`src/rtl/fifo_drain.sv`:
```
// fifo_drain: read-side engine for the synchronous FIFO, with a 3-entry output buffer and credit-gated rd_en.
// Define FIFO_DRAIN_CNT_EN to build the xfer_cnt transfer counter; otherwise xfer_cnt is tied to zero.
module fifo_drain #(
  parameter int unsigned DATA_WIDTH = 8,
  parameter int unsigned CNT_WIDTH  = 16
) (
  input  logic                  clk,
  input  logic                  rst,
  input  logic                  en,
  input  logic                  empty,
  input  logic [DATA_WIDTH-1:0] dout,
  output logic                  rd_en,
  output logic                  m_valid,
  input  logic                  m_ready,
  output logic [DATA_WIDTH-1:0] m_data,
  output logic                  busy,
  output logic [CNT_WIDTH-1:0]  xfer_cnt
);

  logic [DATA_WIDTH-1:0] r_buf [3];
  logic [1:0]            r_wp;
  logic [1:0]            r_rp;
  logic [1:0]            r_occ;
  logic                  r_inflight;

  logic                  w_room;
  logic                  w_rd_en;
  logic                  w_pop;
  logic [1:0]            w_occ_nxt;
  logic [1:0]            w_wp_nxt;
  logic [1:0]            w_rp_nxt;

  // An in-flight read holds a buffer credit, so rd_en never needs m_ready.
  always_comb begin
    w_room    = ({1'b0, r_occ} + {2'b00, r_inflight}) < 3'd3;
    w_rd_en   = rst & en & ~empty & w_room;
    w_pop     = (r_occ != 2'd0) & m_ready;
    w_wp_nxt  = (r_wp == 2'd2) ? 2'd0 : r_wp + 2'd1;
    w_rp_nxt  = (r_rp == 2'd2) ? 2'd0 : r_rp + 2'd1;
    w_occ_nxt = r_occ;
    case ({r_inflight, w_pop})
      2'b10:   w_occ_nxt = r_occ + 2'd1;
      2'b01:   w_occ_nxt = r_occ - 2'd1;
      default: w_occ_nxt = r_occ;
    endcase
  end

  always_ff @(posedge clk or negedge rst) begin
    if (!rst) begin
      r_buf      <= '{default: '0};
      r_wp       <= '0;
      r_rp       <= '0;
      r_occ      <= '0;
      r_inflight <= 1'b0;
    end else begin
      r_inflight <= w_rd_en;
      if (r_inflight) begin
        r_buf[r_wp] <= dout;
        r_wp        <= w_wp_nxt;
      end
      if (w_pop) begin
        r_rp <= w_rp_nxt;
      end
      r_occ <= w_occ_nxt;
    end
  end

  assign rd_en   = w_rd_en;
  assign m_valid = (r_occ != 2'd0);
  assign m_data  = r_buf[r_rp];
  assign busy    = (r_occ != 2'd0) | r_inflight;

`ifdef FIFO_DRAIN_CNT_EN
  logic [CNT_WIDTH-1:0] r_xfer_cnt;

  always_ff @(posedge clk or negedge rst) begin
    if (!rst) begin
      r_xfer_cnt <= '0;
    end else if (w_pop) begin
      r_xfer_cnt <= r_xfer_cnt + 1'b1;
    end
  end

  assign xfer_cnt = r_xfer_cnt;
`else
  assign xfer_cnt = '0;
`endif

endmodule

```
`config.mk`:
```
export PLATFORM = sky130hd
export DESIGN_NAME = fifo_drain
export DESIGN_NICKNAME = d
export VERILOG_FILES = /design/src/rtl/fifo_drain.sv
export SDC_FILE = /design/constraint.sdc
export NUM_CORES = 1
export LEC_CHECK = 0
export ABC_CLOCK_PERIOD_IN_PS = 1700
export BUFFER_PORTS_ARGS = -buffer_cell sky130_fd_sc_hd__buf_2
export CAP_MARGIN = 30
export CORE_UTILIZATION = 50
export CTS_BUF_LIST = sky130_fd_sc_hd__clkbuf_16
export DETAILED_ROUTE_END_ITERATION = 8
export HOLD_SLACK_MARGIN = 0.05
export PLACE_DENSITY = 0.76
export SLEW_MARGIN = 20
export SYNTH_ARGS = -nofsm -noshare
export SYNTH_HDL_FRONTEND = slang
export SYNTH_SLANG_ARGS = --single-unit
```
`constraint.sdc`:
```
create_clock -name clk -period 1.7 [get_ports clk]
set_input_delay 0.34 -clock clk [delete_from_list [all_inputs] [get_ports clk]]
set_output_delay 0.34 -clock clk [all_outputs]
set_load 0.01 [all_outputs]
```
==> results.ini, run 1 <==
[layout]
insertedDiodeCount=0
final_cell_area_mm2=0.00191
layout-area-overhead-vs-synth_pct=23.1
post-route-util_pct=67.1
layoutNonFillerInstCount=197
sequential_cell_area_um2=776
fillCellCount=186
area_occupied_by_multi_input_gates_um2=716
final_nets=181
drive_gt1_share_pct=44.6

[floorplanning]
placementRows=19
die_h_um=57.8
initial_core_util_pct=54.5
die_width_um=57.8
top_level_ports=40
fp.dieArea_mm2=0.00334
core-area_mm2=0.00285

[critical_path]
timing.reg2reg.worst_path_depth=6
r2r_start=r_occ[0]
worst_path_dominant_cell_family=adder cells
timing.critical_path.slowest_cell_delay_ps=400
timing.critical_path.to=rd_en
number_of_buffer_and_inverter_instances_along_the_worst_setup_path=1
cell_with_the_biggest_individual_delay_on_the_critical_path=sky130_fd_sc_hd__dfrtp_1
timing.reg2reg.setup_slack_ps=110
timing_worst_setup_path_type=flop to output port
worstPathMaxFanout=2
crit_chain=ha_2, ha_4, a2111oi_4, buf_2
regToRegEndpoint=r_occ[1]
critical_path_depth=4
worst-endpoint-required_ps=1360
beginning_of_the_critical_path=r_occ[0]
category_of_the_worst_setup_path_capture_point=output port
crit_path_start_kind=flop
arr_time_crit_path_ps=1590

[synth]
synth_warnings=0
post_synthesis_sequential_area_ratio_pct=49.9
synth.lib_cells_used.distinct=25
ys_seq_elements=31
post_synth_instance_area_mm2=0.00155
post_synthesis_average_cell_area_um2=12.3
synthCells=126

[grt]
grt_pass1_vias=1029
grt_util_all_layers_pct=21.3
grt_max_degree=32
antenna_found_initial=0
grt_overflow=0
first_pass_grt_wire_length_um=5000

[clock_network]
numCtsBuffers=5
ctsHtreeMaxLevel=2
tritoncts=built
worst_setup_hold_path_clk_slew_ps=50
clock_insertion_delay_worst_skew_ps=280
cts.path.max_buffers=2
clock_tree.root_cell=sky130_fd_sc_hd__clkbuf_16
clock-sinks=31

[run_status]
status=finished with violations
violations=design-rule violations, negative setup slack

[power]
worst_ir_drop_vdd_v=0.00116
cellPowerDensity_mw_per_mm2=1960
total_leakage_power_nw=0.942
totalPowerFinal_mw=3.76

[timing]
final-setup-viol-count=1
grt_setup_unrepaired=true
achievable-frequency_mhz=519
hold_viol_final=0
fin_crit_sh_pct=113
timing.clock.skew_ps=4.61
timing.final.ws_setup_ps=-227
report.final.slew_viol_count=0
final_period_minus_worst_setup_slack_ps=1930

[routing]
detailedRoute.firstIterationViolations=22
dr.pass1.iters=6
routed_wire_length_per_instance_um=15.4
drt-total-wl_um=3040
vias=1030
drcViolationCount=5
antenna_violating_nets_post_route=0
avgViaCountPerCell=5.23

[place]
gp_congestion=0.735
io_buffer_count=23
post_dp_cell_area_mm2=0.00173
place.detailed.instances=187
dp_hpwl_um=1990
detailedPlace.worstSlack_ps=-84.1

[job]
maxCapViolCount=0

[hold_path]
worst_hold_path_type=input port to asynchronous set/reset pin

cell usage after synthesis:
| cell | n | area, um2 |
|---|---|---|
| sky130_fd_sc_hd__a2111oi_0 | 1 | 8.76 |
| sky130_fd_sc_hd__a21o_1 | 2 | 15.0 |
| sky130_fd_sc_hd__buf_2 | 1 | 5.00 |
| sky130_fd_sc_hd__buf_4 | 16 | 120 |
| sky130_fd_sc_hd__buf_6 | 1 | 11.3 |
| sky130_fd_sc_hd__clkbuf_1 | 2 | 7.51 |
| sky130_fd_sc_hd__conb_1 | 1 | 3.75 |
| sky130_fd_sc_hd__dfrtp_1 | 31 | 776 |
| sky130_fd_sc_hd__ha_1 | 3 | 37.5 |
| sky130_fd_sc_hd__inv_1 | 1 | 3.75 |
| sky130_fd_sc_hd__inv_2 | 2 | 7.51 |
| sky130_fd_sc_hd__mux2_2 | 16 | 180 |
| sky130_fd_sc_hd__mux2_4 | 8 | 120 |
| sky130_fd_sc_hd__mux2i_1 | 8 | 80.1 |
| sky130_fd_sc_hd__nand2_1 | 11 | 41.3 |
| sky130_fd_sc_hd__nand3_1 | 1 | 5.00 |
| sky130_fd_sc_hd__nor2_1 | 1 | 3.75 |
| sky130_fd_sc_hd__nor2b_1 | 1 | 6.26 |
| sky130_fd_sc_hd__nor3_1 | 1 | 5.00 |
| sky130_fd_sc_hd__nor3_4 | 1 | 16.3 |
| sky130_fd_sc_hd__o21ai_0 | 11 | 55.1 |
| sky130_fd_sc_hd__or2_2 | 1 | 6.26 |
| sky130_fd_sc_hd__or3_1 | 2 | 12.5 |
| sky130_fd_sc_hd__xnor2_1 | 2 | 17.5 |
| sky130_fd_sc_hd__xor2_1 | 1 | 8.76 |
repair_timing:
item | 4_1_cts | 5_1_grt
hold buffers | 0 | 0
buffers inserted | 3 | 2
pin swaps | 3 | 1
resized for setup | 5 | 8
endpoints found under the setup margin | 2 | 8
sequential cells by signal (all words and copies together) (netlist names):
signal and cells:
r_rp 2, r_occ 2, r_wp 2, r_buf 24, r_inflight 1
worst min path at each step:
stage	to	start	cells past startpoint
floorplan	r_buf[0]	rst	0
global placement	r_buf[5]	rst	2
detailed placement	r_inflight	rst	2
CTS	r_inflight	rst	2
global route	r_inflight	rst	2
finish	r_inflight	rst	2
area by class of cell:
| cell class | instances | share of cell area (%) |
|---|---|---|
| multi-input cells | 87 | 37.4 |
| well taps | 31 | 2.03 |
| inverters | 3 | 0.589 |
| repair buffers | 37 | 12.3 |
| flip-flops and latches | 31 | 40.5 |
| clock inverters | 3 | 0.589 |
| clock buffers | 5 | 6.54 |
metal layers:
metal / wire length (um) / global-route usage [%]
met1: 1250 / 26.0
met2: 1540 / 34.1
met3: 168 / 7.81
met4: 80 / 9.52
met5: 0 / 0
logic make-up after synthesis:
family / share of synthesized area, %
buffers and inverters: 9.98
xor gates and xnor gates: 1.69
other: 0.241
muxes: 24.5
adders and majority gates: 2.42
and+or+nand+nor: 6.20
DFF: 49.9
AOI/OAI and AO/OA: 5.07
worst reg2reg max path: cells and delay by family, from the launching register on:
| kind | cells | cell delay, ps |
|---|---|---|
| flops | 1 | 400 |
| fa+ha+maj | 1 | 300 |
| buf+inv | 2 | 220 |
| xor+xnor | 1 | 220 |
| compound gates | 1 | 180 |
| simple gates | 1 | 170 |
report_power, final:
part | internal, mW | leakage [nW] | switching (mW)
clock network | 0.525 | 0.0701 | 0.297
registers | 1.11 | 0.371 | 0.244
logic | 0.873 | 0.502 | 0.709
total | 2.51 | 0.942 | 1.25
through the flow:
step	hold slack, ps	setup TNS (ps)
2_1_floorplan	44.4	0
3_3_place_gp	386	-16.8
3_5_place_dp	392	-84.1
4_1_cts	101	-267
5_1_grt	129	-373
6_report	90.5	-227
cells in the final DEF (no fill, tap or decap), types with 4 or more instances in the layout:
master	n
sky130_fd_sc_hd__buf_2	23
sky130_fd_sc_hd__buf_4	10
sky130_fd_sc_hd__buf_6	4
sky130_fd_sc_hd__clkbuf_16	5
sky130_fd_sc_hd__conb_1	16
sky130_fd_sc_hd__dfrtp_1	31
sky130_fd_sc_hd__mux2_2	16
sky130_fd_sc_hd__mux2_4	8
sky130_fd_sc_hd__mux2i_1	8
sky130_fd_sc_hd__nand2_1	11
sky130_fd_sc_hd__o21ai_0	7
sky130_fd_sc_hd__o21ai_1	4
No activity file was read; power rests on OpenSTA's default activity.
==> run 2: changes to the inputs <==
--- a/config.mk
+++ b/config.mk
@@ -8,12 +8,11 @@
 export ABC_CLOCK_PERIOD_IN_PS = 1700
 export BUFFER_PORTS_ARGS = -buffer_cell sky130_fd_sc_hd__buf_2
 export CAP_MARGIN = 30
-export CORE_UTILIZATION = 50
+export CORE_UTILIZATION = 30
 export CTS_BUF_LIST = sky130_fd_sc_hd__clkbuf_16
+export CTS_CLUSTER_DIAMETER = 80
 export DETAILED_ROUTE_END_ITERATION = 8
 export HOLD_SLACK_MARGIN = 0.05
-export PLACE_DENSITY = 0.76
-export SLEW_MARGIN = 20
 export SYNTH_ARGS = -nofsm -noshare
 export SYNTH_HDL_FRONTEND = slang
 export SYNTH_SLANG_ARGS = --single-unit
==> run 2 against run 1 <==
Net effect: the run ends with negative setup slack left; register-to-register slack improved by 40 ps; die area up 64%; largest cell class unchanged; routed wire length down 2.8%; combinational power decreased by 6%.
==> results.ini, run 2 (synthesis gave the netlist of run 1 again) <==
[run_status]
status=finished with violations
violations=negative setup slack

[critical_path]
category_of_the_worst_setup_path_capture_point=output port
crit_path_start_kind=flop
timing_worst_setup_path_type=flop to output port
arr_time_crit_path_ps=1550  ; -40 ps
worst-endpoint-required_ps=1360  ; about the same
worstPathMaxFanout=2  ; unchanged

[place]
gp_congestion=0.709  ; -3.6%
place.detailed.instances=223  ; +19%
detailedPlace.worstSlack_ps=-55.9  ; +28.1 ps
io_buffer_count=23  ; unchanged
dp_hpwl_um=2120  ; +6.7%

[layout]
commonest_non_fill_non_tap_cell_in_the_layout=sky130_fd_sc_hd__dfrtp_1
layoutNonFillerInstCount=232  ; +18%
drive_gt1_share_pct=44.8  ; +0.27 points
post-route-util_pct=40.4  ; -27 points
insertedDiodeCount=0  ; unchanged
final_nets=180  ; -0.55%
largest_register_ff_count=24  ; unchanged
layout-area-overhead-vs-synth_pct=26.2
fillCellCount=465  ; +150%
leading_cell_types_in_the_layout_fill_and_taps_excluded=sky130_fd_sc_hd__dfrtp_1, sky130_fd_sc_hd__buf_2, sky130_fd_sc_hd__mux2_2, sky130_fd_sc_hd__conb_1, sky130_fd_sc_hd__buf_4
registers.top_by_ff_count=r_buf

[clock_network]
holdBufCountCts=0  ; unchanged
ctsHtreeMaxLevel=2  ; unchanged
tritoncts=built
numCtsBuffers=5  ; unchanged
worst_setup_hold_path_clk_slew_ps=50  ; about the same
clock-sinks=31  ; unchanged
cts.path.max_buffers=2  ; unchanged
clock_insertion_delay_worst_skew_ps=270  ; about the same
clock_tree.root_cell=sky130_fd_sc_hd__clkbuf_16

[routing]
antenna_violating_nets_post_route=0  ; unchanged
detailedRoute.firstIterationViolations=15  ; -32%
drcViolationCount=0  ; -5
avgViaCountPerCell=4.35  ; -17%
routed_wire_length_per_instance_um=12.7  ; -17%
dr.pass1.iters=4  ; -2
vias=1009  ; -2.0%
drt-total-wl_um=2950  ; -2.8%

[timing]
grt_setup_unrepaired=true
fin_worst_hold_slack_ps=96.7  ; +6.16 ps
timing.max_slew.rel_slack_pct=63.0
final_period_minus_worst_setup_slack_ps=1890  ; -35.4 ps
final-setup-viol-count=1  ; unchanged
worstMarginPinSlew_ps=553
achievable-frequency_mhz=529  ; +1.9%
timing.final.ws_setup_ps=-191  ; +35.4 ps
setup-tns-final_ps=-191  ; +35.4 ps
report.final.slew_viol_count=0  ; unchanged
timing.clock.skew_ps=4.24  ; -0.370 ps
hold_viol_final=0  ; unchanged
fin_crit_sh_pct=111  ; -2.1 points

[grt]
grt_pass1_vias=1041  ; +1.2%
antenna_found_initial=0  ; unchanged
grt_util_all_layers_pct=12.3  ; -9.0 points
first_pass_grt_wire_length_um=4970  ; -0.42%
grt_overflow=0  ; unchanged
grt_max_degree=32  ; unchanged

[floorplanning]
die_h_um=74.0  ; +28%
initial_core_util_pct=32.1  ; -22 points
die_width_um=74.0  ; +28%
fp.dieArea_mm2=0.00547  ; +64%
top_level_ports=40  ; unchanged
placementRows=25  ; +6
core-area_mm2=0.00485  ; +70%

[hold_path]
worst_hold_path_type=input port to asynchronous set/reset pin

[job]
maxCapViolCount=0  ; unchanged

[power]
cellPowerDensity_mw_per_mm2=1940  ; -1.0%
total_leakage_power_nw=0.944  ; +0.17%
worst_ir_drop_vdd_v=0.00111  ; -4.0%

run 2: repair_timing:
item                       4_1_cts  5_1_grt
pin swaps                        2        0
cloned                           0        0
gates resized for setup          2        2
setup endpoints to repair        1        4
setup buffers                    1        0
run 2: stage by stage:
step	power (mW)	instance area, um2
after floorplan	2.28	1630
after global placement	2.73	1770
after detailed placement	2.81	1770
after CTS	3.85	1960
after global routing	4.08	1960
final	3.81	1960
run 2: worst max-delay path, stage by stage (launching register included):
cell and delay, ps:
sky130_fd_sc_hd__dfrtp_1 380, sky130_fd_sc_hd__ha_2 200, sky130_fd_sc_hd__ha_4 220, sky130_fd_sc_hd__a2111oi_4 290
sky130_fd_sc_hd__buf_2 190
run 2: layout make-up:
class                   count  area [um2]  area share (%)
multi-input cells          87         713            36.4
inverters                   3        11.3           0.574
clock inverters             3        38.8            1.98
repair buffers             36         213            10.8
well taps                  67        83.8            4.28
clock buffers               5         125            6.38
flip-flops and latches     31         776            39.6
run 2: final timing paths:
path	slack [ps]	endpoint	cells past startpoint	startpoint
worst max-delay path	-190	rd_en	4	r_inflight
worst min-delay path	100	r_occ[0]	2	rst
worst max register to register	150	r_occ[1]	6	r_occ[1]
worst min register to register	500	r_buf[19]	1	r_buf[19]
max in group asynchronous	1320	r_wp[1]	2	rst
min in group clk	320	r_buf[6]	2	dout[6]
run 2: power breakdown:
group / leakage (nW) / internal (mW) / total [mW] / switching (mW)
Sequential: 0.371 / 1.11 / 1.33 / 0.224
Clock: 0.0812 / 0.682 / 0.989 / 0.307
Combinational: 0.492 / 0.813 / 1.49 / 0.676
Total: 0.944 / 2.60 / 3.81 / 1.21
run 2: per-layer routing:
metal,global-route usage (%),routed length [um],vias up
li1,-,-,473
met2,21.0,1500,35
met5,0,0,-
met4,4.49,37,0
met3,3.12,145,3
met1,15.1,1270,498
==> run 3: changes to the inputs <==
--- a/config.mk
+++ b/config.mk
@@ -8,11 +8,12 @@
 export ABC_CLOCK_PERIOD_IN_PS = 1700
 export BUFFER_PORTS_ARGS = -buffer_cell sky130_fd_sc_hd__buf_2
 export CAP_MARGIN = 30
-export CORE_UTILIZATION = 30
+export CORE_UTILIZATION = 52
 export CTS_BUF_LIST = sky130_fd_sc_hd__clkbuf_16
 export CTS_CLUSTER_DIAMETER = 80
 export DETAILED_ROUTE_END_ITERATION = 8
 export HOLD_SLACK_MARGIN = 0.05
+export PLACE_DENSITY = 0.79
 export SYNTH_ARGS = -nofsm -noshare
 export SYNTH_HDL_FRONTEND = slang
 export SYNTH_SLANG_ARGS = --single-unit
==> run 3 against run 2 <==
Net effect: the flow finishes with violations (design-rule violations, negative setup slack); critical path depth stayed put; flip-flop and latch count stayed put; core utilization is 29 points higher; sequential power hardly changed; sequential share of layout area is 0.10 points higher; fmax is 3.2% lower; first-iteration DRC count is 20% higher; cell count is 16% lower; critical path type unchanged; critical endpoint unchanged.
==> results.ini, run 3 (synthesis gave the netlist of run 1 again) <==
[layout]
post-route-util_pct=69.7  ; +29 points
final_nets=180  ; unchanged
commonest_non_fill_non_tap_cell_in_the_layout=sky130_fd_sc_hd__dfrtp_1
largest_register_ff_count=24  ; unchanged
drive_gt1_share_pct=46.7  ; +1.8 points
final_cell_area_mm2=0.00196  ; -0.26%
layout-area-overhead-vs-synth_pct=25.8
registers.top_by_ff_count=r_buf
insertedDiodeCount=0  ; unchanged
leading_cell_types_in_the_layout_fill_and_taps_excluded=sky130_fd_sc_hd__dfrtp_1, sky130_fd_sc_hd__buf_2, sky130_fd_sc_hd__mux2_2, sky130_fd_sc_hd__conb_1, sky130_fd_sc_hd__nand2_1

[routing]
antenna_violating_nets_post_route=0  ; unchanged
dr.pass1.iters=6  ; +2
vias=1042  ; +3.3%
routed_wire_length_per_instance_um=16.1  ; +27%
drt-total-wl_um=3160  ; +7.1%
drcViolationCount=8  ; +8
detailedRoute.firstIterationViolations=18  ; +3
avgViaCountPerCell=5.32  ; +22%

[floorplanning]
top_level_ports=40  ; unchanged
placementRows=19  ; -24%
fp.dieArea_mm2=0.00321  ; -41%
die_h_um=56.7  ; -23%
core-area_mm2=0.00281  ; -42%
die_width_um=56.7  ; -23%
initial_core_util_pct=55.4  ; +23 points

[critical_path]
crit_path_start_kind=flop
r2r_start=r_occ[0]
timing.reg2reg.worst_path_depth=7  ; +1
worst-endpoint-required_ps=1360  ; about the same
timing_worst_setup_path_type=flop to output port
arr_time_crit_path_ps=1610  ; +60 ps
category_of_the_worst_setup_path_capture_point=output port
worstPathMaxFanout=2  ; unchanged
beginning_of_the_critical_path=r_occ[0]

[power]
total_leakage_power_nw=0.957  ; +1.4%
worst_ir_drop_vdd_v=0.00140  ; +26%
power.share.sequential_pct=34.3  ; -0.7 points
cellPowerDensity_mw_per_mm2=2030  ; +4.4%
sw_frac_of_total_pct=32.0  ; +0.35 points
power.share.clock_pct=24.9  ; -1.1 points
combPwrFrac_pct=40.9  ; +1.8 points
netSwitchingPower_mw=1.27  ; +5.3%
cellInternalPower_mw=2.70  ; +3.6%

[timing]
report.final.slew_viol_count=0  ; unchanged
final_period_minus_worst_setup_slack_ps=1950  ; +61.8 ps
achievable-frequency_mhz=512  ; -3.2%
timing.final.ws_setup_ps=-253  ; -61.8 ps
final-setup-viol-count=2  ; +1
fin_crit_sh_pct=115  ; +3.6 points
grt_setup_unrepaired=true
setup-tns-final_ps=-264  ; -72.8 ps
timing.clock.skew_ps=6.54  ; +2.30 ps
hold_viol_final=0  ; unchanged

[run_status]
status=finished with violations
violations=design-rule violations, negative setup slack

[clock_network]
holdBufCountCts=0  ; unchanged
ctsHtreeMaxLevel=2  ; unchanged
clock_tree.root_cell=sky130_fd_sc_hd__clkbuf_16
cts.path.max_buffers=2  ; unchanged
numCtsBuffers=5  ; unchanged
worst_setup_hold_path_clk_slew_ps=50  ; about the same
clock-sinks=31  ; unchanged
tritoncts=built
clock_insertion_delay_worst_skew_ps=270  ; about the same

[job]
maxCapViolCount=0  ; unchanged

[place]
io_buffer_count=23  ; unchanged
dp_hpwl_um=1920  ; -9.7%
post_dp_cell_area_mm2=0.00173  ; -2.5%
gp_congestion=0.755  ; +6.6%
detailedPlace.worstSlack_ps=-56.2  ; -0.245 ps

[grt]
first_pass_grt_wire_length_um=4940  ; -0.68%
grt_overflow=0  ; unchanged
grt_max_degree=32  ; unchanged
grt_util_all_layers_pct=21.8  ; +9.5 points
grt_pass1_vias=1028  ; -1.2%
antenna_found_initial=0  ; unchanged

[hold_path]
worst_hold_path_type=input port to asynchronous set/reset pin

## run 3: cell types whose count changed in the layout (fill, tap and decap cells not counted)
| cell | before | now |
|---|---|---|
| sky130_fd_sc_hd__buf_6 | 0 | 5 |
| sky130_fd_sc_hd__buf_4 | 13 | 10 |
| sky130_fd_sc_hd__buf_2 | 23 | 21 |
| sky130_fd_sc_hd__nor2b_1 | 1 | 0 |
| sky130_fd_sc_hd__nor2b_4 | 0 | 1 |
| sky130_fd_sc_hd__o21ai_0 | 9 | 8 |
| sky130_fd_sc_hd__o21ai_2 | 0 | 1 |
| sky130_fd_sc_hd__or3_1 | 2 | 1 |
| sky130_fd_sc_hd__or3_4 | 0 | 1 |
## run 3: layout make-up
class / count / area [um2]
clock buffer: 5 / 125
inverter: 3 / 11.3
sequential: 31 / 776
multi-input combinational: 87 / 729
tap: 31 / 38.8
clock inverter: 3 / 38.8
timing repair buffer: 36 / 236
fill: 194 / 850
## run 3: timing repair
action / in CTS / in global routing
pin swaps: 2 / 0
buffers inserted: 1 / 0
endpoints found under the setup margin: 4 / 7
gates resized for setup: 5 / 9
## run 3: final timing paths
path,end,slack [ps]
setup / recovery,rd_en,-250
hold / removal,r_occ[1],110
setup reg to reg,r_occ[1],110
hold reg to reg,r_buf[23],510
max in group asynchronous,r_buf[8],1300
min in group clk,r_inflight,250
## run 3: power groups by stage
stage / clock network [mW] / logic [mW] / registers [mW]
5_1_grt: 1.04 / 1.76 / 1.39
3_3_place_gp: 0 / 1.41 / 1.30
4_1_cts: 0.989 / 1.54 / 1.34
3_5_place_dp: 0 / 1.46 / 1.33
6_report: 0.987 / 1.62 / 1.36
2_1_floorplan: 0 / 0.991 / 1.29
## run 3: routing by layer
metal,share of wire (%),wire length (um),up-vias,GRT usage [%]
li1,-,-,475,-
met1,43,1360,523,27.0
met2,51,1600,42,36.1
met3,5.2,166,2,4.61
met4,0.85,27,0,11.1
met5,0,0,-,0
## run 3: worst max-delay path, cell delays in order (launching register included)
cell	delay, ps
sky130_fd_sc_hd__dfrtp_1	390
sky130_fd_sc_hd__ha_2	210
sky130_fd_sc_hd__ha_4	230
sky130_fd_sc_hd__a2111oi_4	310
sky130_fd_sc_hd__buf_2	200
## run 3: metrics by stage
step / instances / total power, mW / hold WS [ps]
final: 196 / 3.97 / 108
after global routing: 196 / 4.19 / 131
after CTS: 196 / 3.87 / 121
after detailed placement: 187 / 2.79 / 397
after global placement: 187 / 2.71 / 387
after floorplan: 141 / 2.28 / 44.4
